[config.mk]
export PLATFORM = sky130hd
export DESIGN_NAME = univ_shiftreg
export DESIGN_NICKNAME = d
export VERILOG_FILES = /design/src/rtl/univ_shiftreg.sv
export SDC_FILE = /design/constraint.sdc
export NUM_CORES = 1
export LEC_CHECK = 0
export BUFFER_PORTS_ARGS = -buffer_cell sky130_fd_sc_hd__buf_2
export CORE_ASPECT_RATIO = 1.1
export CORE_MARGIN = 5
export CORE_UTILIZATION = 50
export CTS_CLUSTER_SIZE = 25
export DETAILED_ROUTE_END_ITERATION = 10
export GPL_TIMING_DRIVEN = 1
export PLACE_DENSITY = 0.84
export RECOVER_POWER = 50
export SLEW_MARGIN = 20
export SYNTH_ARGS = -nofsm -noshare
export SYNTH_HDL_FRONTEND = slang
export SYNTH_SLANG_ARGS = --single-unit
[constraint.sdc]
create_clock -name clk -period 1.6 [get_ports clk]
set_clock_uncertainty 0.1 [all_clocks]
set_input_delay 0.24 -clock clk [delete_from_list [all_inputs] [get_ports clk]]
set_output_delay 0.24 -clock clk [all_outputs]
set_load 0.05 [all_outputs]
[src/rtl/univ_shiftreg.sv]
// Universal shift register with a burst serializer.
// In IDLE it performs one mode-selected operation per edge: hold, load,
// shift or rotate. A start request loads data_in and shifts it out
// serially for exactly N cycles, then pulses done for one cycle.
module univ_shiftreg #(
    parameter int N  = 8,
    parameter int CW = $clog2(N + 1)
) (
    input  logic         clk,
    input  logic         reset,
    input  logic         en,
    input  logic [2:0]   mode,
    input  logic         sin_r,
    input  logic         sin_l,
    input  logic [N-1:0] data_in,
    input  logic         start,
    input  logic         dir,
    output logic [N-1:0] data_out,
    output logic         sout,
    output logic         busy,
    output logic         done
);

    localparam logic [1:0] S_IDLE  = 2'd0;
    localparam logic [1:0] S_SHIFT = 2'd1;
    localparam logic [1:0] S_DONE  = 2'd2;

    localparam logic [2:0] M_HOLD = 3'b000;
    localparam logic [2:0] M_LOAD = 3'b001;
    localparam logic [2:0] M_SHL  = 3'b010;
    localparam logic [2:0] M_SHR  = 3'b011;
    localparam logic [2:0] M_ROL  = 3'b100;
    localparam logic [2:0] M_ROR  = 3'b101;
    localparam logic [2:0] M_ASR  = 3'b110;

    logic [1:0]    state_q, state_d;
    logic [N-1:0]  data_q,  data_d;
    logic [CW-1:0] cnt_q,   cnt_d;
    logic          dir_q,   dir_d;

    // Next-state logic: start wins over en/mode in IDLE; SHIFT/DONE ignore all controls.
    always_comb begin
        state_d = state_q;
        data_d  = data_q;
        cnt_d   = cnt_q;
        dir_d   = dir_q;
        case (state_q)
            S_IDLE: begin
                if (start) begin
                    data_d  = data_in;
                    dir_d   = dir;
                    cnt_d   = CW'(N);
                    state_d = S_SHIFT;
                end else if (en) begin
                    case (mode)
                        M_LOAD:  data_d = data_in;
                        M_SHL:   data_d = {data_q[N-2:0], sin_r};
                        M_SHR:   data_d = {sin_l, data_q[N-1:1]};
                        M_ROL:   data_d = {data_q[N-2:0], data_q[N-1]};
                        M_ROR:   data_d = {data_q[0], data_q[N-1:1]};
                        M_ASR:   data_d = {data_q[N-1], data_q[N-1:1]};
                        default: data_d = data_q;  // hold and reserved
                    endcase
                end
            end
            S_SHIFT: begin
                data_d = dir_q ? {sin_l, data_q[N-1:1]} : {data_q[N-2:0], sin_r};
                cnt_d  = cnt_q - CW'(1);
                if (cnt_q == CW'(1)) state_d = S_DONE;
            end
            S_DONE: begin
                state_d = S_IDLE;
            end
            default: begin
                state_d = S_IDLE;
            end
        endcase
    end

    // State registers; reset clears everything and aborts any burst in flight.
    always_ff @(posedge clk or negedge reset) begin
        if (!reset) begin
            state_q <= S_IDLE;
            data_q  <= '0;
            cnt_q   <= '0;
            dir_q   <= 1'b0;
        end else begin
            state_q <= state_d;
            data_q  <= data_d;
            cnt_q   <= cnt_d;
            dir_q   <= dir_d;
        end
    end

    // Serial out follows the latched direction in a burst so the first bit is
    // visible before the first shift edge; in IDLE it tracks the mode direction.
    always_comb begin
        if (state_q == S_IDLE)
            sout = (mode == M_SHL || mode == M_ROL) ? data_q[N-1] : data_q[0];
        else
            sout = dir_q ? data_q[0] : data_q[N-1];
    end

    assign data_out = data_q;
    assign busy     = (state_q == S_SHIFT);
    assign done     = (state_q == S_DONE);

endmodule

==> flow_summary.json, run 1 <==
{
  "tightest_slew_ps": 830,
  "num_rows": 18,
  "netlist_area_mm2": 0.00118,
  "path_buf_inv": 1,
  "dp_hpwl_mm": 2.28,
  "violations": "negative setup slack",
  "ys_top_cells_by_area": "dfrtp_1 (32%), mux2_2 (7.7%), mux2i_1 (6.8%)",
  "routedWlPerCell_um": 16.5,
  "antenna_found_initial": 0,
  "crit_required_ps": 1260,
  "status": "finished, violations left",
  "relSlewSlack_pct": 44.7,
  "coreArea_mm2": 0.00225,
  "swShare_pct": 50.0,
  "fmax_ghz": 0.537,
  "cts_tree": "yes",
  "finalHoldViolations": 0,
  "die_height_um": 60.9,
  "vias": 1194,
  "synth_top_cell_area_share_pct": 31.9,
  "gr-total-overflow": 0,
  "p_int_mw": 1.70,
  "dieArea_mm2": 0.00342,
  "yosys.area.top_type": "dfrtp_1",
  "regArea_um2": 375,
  "pwr_density_cell_mw_per_mm2": 2200,
  "yosysUniqueCellTypes": 36,
  "drt-met1-wl_mm": 1.20,
  "grt_pass1_vias": 1207,
  "setup.worst_path.class": "reg2out",
  "firstDrtPassIters": 4,
  "wl_mm": 3.26,
  "end_kind": "output port",
  "drive_above_1_share_pct": 41.1,
  "cts_root_buf": "clkbuf_4",
  "combPwrFrac_pct": 68.5,
  "drv_cap": 0,
  "ir_drop_uv": 1720,
  "synth_cells": 125,
  "detail_route.vias_per_cell": 6.03,
  "pwr-share-seq_pct": 24.9,
  "setup_ws_ps": -262,
  "cp_slowest_cell": "dfrtp_1",
  "fin_crit_ps": 1860,
  "crit_path_max_fanout": 3,
  "maxUsedRoutingLayer": "met4",
  "drc_errors": 0,
  "multi_input_area_um2": 761,
  "fin_nets": 189,
  "dr_wl_met2_mm": 1.74,
  "io_buffers": 28,
  "num_io_pins": 29,
  "crit_path_cell_trace": "nor2_4, nand3_2, o21ai_2, mux2_4, buf_8",
  "initial_utilization_pct": 52.2,
  "gp_congestion": 0.899,
  "yosys_warnings": 0,
  "setup_tns_ps": -324,
  "cts.sinks": 15,
  "hold_class": "in2reg",
  "p_leak_nw": 0.715,
  "grt_usage_pct": 19.1,
  "setup_viol": 7,
  "drt_iter0_markers": 33,
  "clk_pin_slew_ps": 100,
  "grt_pass1_wl_mm": 5.09,
  "fillers": 188,
  "rsz0062_at_grt": "true",
  "report.final.slew_viol_count": 0,
  "numCtsBuffers": 3,
  "cp-start-kind": "register",
  "htree_levels": 1,
  "syn2layout_area_growth_pct": 30.9,
  "post-route-util_pct": 68.3,
  "finalCritPeriodShare_pct": 116,
  "clk_latency_ps": 290,
  "critPathTopFamily": "flip-flops",
  "seq_area_frac_synth_pct": 31.9,
  "n_antenna_cell": 0,
  "dr_wl_met3_um": 226,
  "crit_arrival_ps": 1520,
  "die_w_um": 56.2,
  "syn_nets": 145,
  "pwr-share-clk_pct": 6.6,
  "critPathMaxStageDelay_ps": 420,
  "ys_ff_latch": 15,
  "synth.avg_cell_area_um2": 9.41,
  "clock_path_buffers": 2,
  "grt_max_degree": 16,
  "p_sw_mw": 1.69,
  "ant_nets": 0
}
==> per-stage QoR <==
stage / power, mW / setup WS, ps / instances / area [um^2] / hold WS (ps)
2_1_floorplan: 2.36 / 25.7 / 125 / 1180 / -156
3_3_place_gp: 2.82 / 8.05 / 188 / 1410 / 62.8
3_5_place_dp: 2.90 / -24.9 / 188 / 1410 / 65.6
4_1_cts: 3.26 / -267 / 196 / 1490 / 81.2
5_1_grt: 3.61 / -337 / 198 / 1540 / 70.5
6_report: 3.39 / -262 / 198 / 1540 / 79.6
==> cells in the mapped netlist, drive strengths merged <==
library cell	instances
nor2	11
xor2	1
buf	6
o22ai	1
o21ai	6
ha	2
mux2	8
nand2	12
nand3	2
dfrtp	15
a31oi	8
o21bai	1
nand3b	4
and2	1
clkbuf	2
o221ai	6
nand2b	2
inv	5
a311o	1
o311ai	1
mux2i	8
nor3	3
o31ai	2
nor2b	2
o22a	1
a22o	1
and4b	2
and3	2
a2bb2oi	6
a21oi	2
and4bb	1
==> per-layer routing <==
metal,vias up,GRT usage [%]
met5,-,0
met4,0,8.47
met3,13,7.02
met2,52,36.7
met1,568,18.6
li1,561,-
==> logic make-up after synthesis <==
| group | synth area share, % |
|---|---|
| multiplexers | 14.5 |
| XOR/XNOR | 1.38 |
| adder cells (fa/ha/maj) | 2.13 |
| buffers and inverters | 6.60 |
| AND/OR/NAND/NOR | 19.9 |
| flip-flops | 31.9 |
| AO/OA/AOI/OAI | 23.6 |
==> registers in the layout, summed over array words and instances (netlist names) <==
name and cells:
data_out 8, dir_q 1, cnt_q 4, state_q 2
==> worst paths after layout <==
path	from	endpoint	slack, ps	cells after the start
worst max-delay path	state_q[0]$_DFFE_PN0P_	sout	-260	5
worst min-delay path	dir	dir_q$_DFFE_PN0P_	80	2
worst max register to register	state_q[1]$_DFFE_PN0P_	data_out[1]$_DFFE_PN0P_	-20	7
worst min register to register	cnt_q[1]$_DFFE_PN0P_	cnt_q[1]$_DFFE_PN0P_	470	2
max in group asynchronous	reset	data_out[5]$_DFFE_PN0P_	430	2
min in group asynchronous	reset	data_out[7]$_DFFE_PN0P_	450	2
==> power groups by stage <==
stage | combinational (mW) | clock (mW) | sequential (mW)
6_report | 2.32 | 0.222 | 0.844
3_5_place_dp | 2.06 | 0 | 0.837
2_1_floorplan | 1.20 | 0 | 1.16
4_1_cts | 2.21 | 0.224 | 0.832
3_3_place_gp | 2.00 | 0 | 0.819
5_1_grt | 2.49 | 0.240 | 0.886
==> placed cells by master, fill, tap and decap left out, types with 2 or more instances in the layout <==
| master | count |
|---|---|
| buf_2 | 24 |
| buf_4 | 16 |
| dfrtp_1 | 15 |
| nand2_1 | 12 |
| nor2_1 | 10 |
| mux2i_1 | 8 |
| a31oi_1 | 8 |
| mux2_2 | 7 |
| a2bb2oi_1 | 6 |
| o221ai_1 | 6 |
| o21ai_0 | 5 |
| inv_1 | 4 |
| nand3b_1 | 4 |
| clkbuf_4 | 3 |
| nand2b_4 | 2 |
| nor3_1 | 2 |
| a21oi_1 | 2 |
| and4b_1 | 2 |
| ha_1 | 2 |
| clkbuf_1 | 2 |
| buf_8 | 2 |
==> what timing repair did <==
item	in CTS	in global routing
hold buffers	1	0
setup buffers	3	2
gates resized for setup	8	12
pin swaps	1	2
endpoints found under the hold margin	15	0
endpoints found under the setup margin	2	10
==> cell type report <==
cell class                      count  area share [%]
Multi-Input combinational cell     97            49.4
Inverter                            5            1.22
Timing Repair Buffer               47            20.7
Sequential cell                    15            24.4
Clock inverter                      1           0.325
Tap cell                           30            2.44
Clock buffer                        3            1.46
Power figures use the tool's default switching activity.
==> inputs of run 2 (changes only) <==
- SETUP_SLACK_MARGIN: not set -> 0.4
==> run 2 against run 1 <==
Effect of this change: the flow still finishes with violations (negative setup slack); critical path depth is the same; hold slack better by 11 ps; clock-buffer cell count up 1; sequential cell count unchanged; clock power grew 5%.
==> flow_summary.json, run 2 (synthesis gave the netlist of run 1 again) <==
{
  "detail_route.vias_per_cell": 6.43,
  "die_height_um": 60.9,
  "status": "finished, violations left",
  "gr-usage-met3_pct": 4.47,
  "setup_viol": 11,
  "drc_errors": 0,
  "cts_tree": "yes",
  "top_usage_layer": "met2",
  "largest_register_ffs": 8,
  "grt_pass1_wl_mm": 6.87,
  "crit_arrival_ps": 1560,
  "setup_tns_ps": -2610,
  "violations": "negative setup slack",
  "postPlaceCellArea_mm2": 0.00145,
  "critPathTopFamily": "flip-flops",
  "grt_pass1_vias": 1404,
  "hold_class": "in2reg",
  "gp_congestion": 0.839,
  "dp_hpwl_mm": 2.42,
  "fin_area_mm2": 0.00188,
  "drt_iter0_markers": 100,
  "final_cell_mix": "buf_4 (21), buf_2 (17), buf_6 (15)",
  "crit_required_ps": 1260,
  "cts.sinks": 15,
  "fin_crit_ps": 1900,
  "grt_usage_pct": 26.3,
  "relSlewSlack_pct": 40.6,
  "finalHoldViolations": 0,
  "cp_slowest_cell": "dfrtp_1",
  "min_delay_path_depth": 2,
  "dieArea_mm2": 0.00342,
  "wl_mm": 4.80,
  "r2r_cells": 8,
  "coreArea_mm2": 0.00225,
  "setup_ws_ps": -304,
  "htree_levels": 1,
  "r2r_start": "state_q[1]$_DFFE_PN0P_",
  "cts_root_buf": "clkbuf_4",
  "critPathMaxStageDelay_ps": 450,
  "gr-total-overflow": 0,
  "rsz0062_at_grt": "true",
  "grtUsageMet2_pct": 45.2,
  "rr_endpoint": "data_out[1]$_DFFE_PN0P_",
  "place_inst": 190,
  "n_antenna_cell": 0,
  "numCtsBuffers": 3,
  "drv_cap": 0,
  "end_kind": "output port",
  "tightest_slew_ps": 892,
  "ir_drop_uv": 1810,
  "r2r_setup_slack_ps": -300,
  "layout_commonest_cell": "buf_4",
  "report.final.slew_viol_count": 0,
  "die_w_um": 56.2,
  "fmax_ghz": 0.525,
  "initial_utilization_pct": 52.2,
  "num_io_pins": 29,
  "path_buf_inv": 1,
  "syn2layout_area_growth_pct": 60.2,
  "post-route-util_pct": 83.7,
  "setup.worst_path.class": "reg2out",
  "num_rows": 18,
  "hp-start": "dir",
  "grt_util_met1_pct": 31.0,
  "clock_path_buffers": 2,
  "clk_latency_ps": 290,
  "routedWlPerCell_um": 22.4,
  "grt_max_degree": 16,
  "crit_path_max_fanout": 2,
  "finalCritPeriodShare_pct": 119,
  "fin_cells": 214,
  "crit_path_cell_trace": "nor2_4, nand3_2, o21ai_2, mux2_4, buf_6",
  "drive_above_1_share_pct": 58.7,
  "firstDrtPassIters": 5,
  "io_buffers": 28,
  "antenna_found_initial": 0,
  "vias": 1375,
  "ant_nets": 0,
  "cp-start-kind": "register",
  "pwr_density_cell_mw_per_mm2": 2370,
  "clk_pin_slew_ps": 100,
  "p_leak_nw": 0.831,
  "fin_nets": 205,
  "hold_path_end": "dir_q$_DFFE_PN0P_"
}
==> run 2: per-layer routing <==
layer  part of all wire (%)  wire length (um)
met2                     50              2400
met1                     37              1790
met4                    4.2               202
met5                      0                 0
met3                    8.5               409
==> run 2: how the worst max path moves through the flow <==
stage / from / endpoint / cells after the start
CTS: state_q[1]$_DFFE_PN0P_ / sout / 5
finish: state_q[0]$_DFFE_PN0P_ / sout / 5
floorplan: mode[2] / sout / 5
global route: state_q[0]$_DFFE_PN0P_ / sout / 5
global placement: mode[1] / sout / 6
detailed placement: mode[1] / sout / 6
==> run 2: through the flow <==
stage | setup WS, ps | hold slack [ps] | power, mW
floorplan | 102 | -156 | 2.45
global route | -338 | 72.5 | 4.65
global placement | -4.49 | 65.8 | 2.89
detailed placement | -31.9 | 71.9 | 2.97
CTS | -206 | 87.8 | 3.84
finish | -304 | 90.2 | 4.47
==> run 2: report_power, final <==
part,switching (mW),leakage [nW],internal [mW]
clock network,0.137,0.0150,0.0971
logic,1.68,0.648,1.61
registers,0.346,0.168,0.603
total,2.16,0.831,2.31
==> run 2: worst reg2reg max path, cell delays in order (launching register included) <==
cell and delay [ps]:
dfrtp_1 430, buf_6 140, buf_6 100, buf_6 120, nand2b_4 150, o31ai_4 370
buf_6 200, nor2_4 40, a31oi_2 170
==> run 2: final cells by class <==
class	instances	area, um^2
flip-flops and latches	15	385
repair buffers	63	546
clock buffers	4	26.3
well taps	30	37.5
inverters	5	21.3
fillers	117	368
multi-input cells	97	868
==> run 2: what timing repair did <==
| action | CTS | global route |
|---|---|---|
| endpoints found under the setup margin | 26 | 26 |
| hold buffers | 1 | 0 |
| hold endpoints to repair | 15 | 0 |
| resized for setup | 47 | 24 |
| buffers inserted | 13 | 6 |
| pin swaps | 5 | 6 |
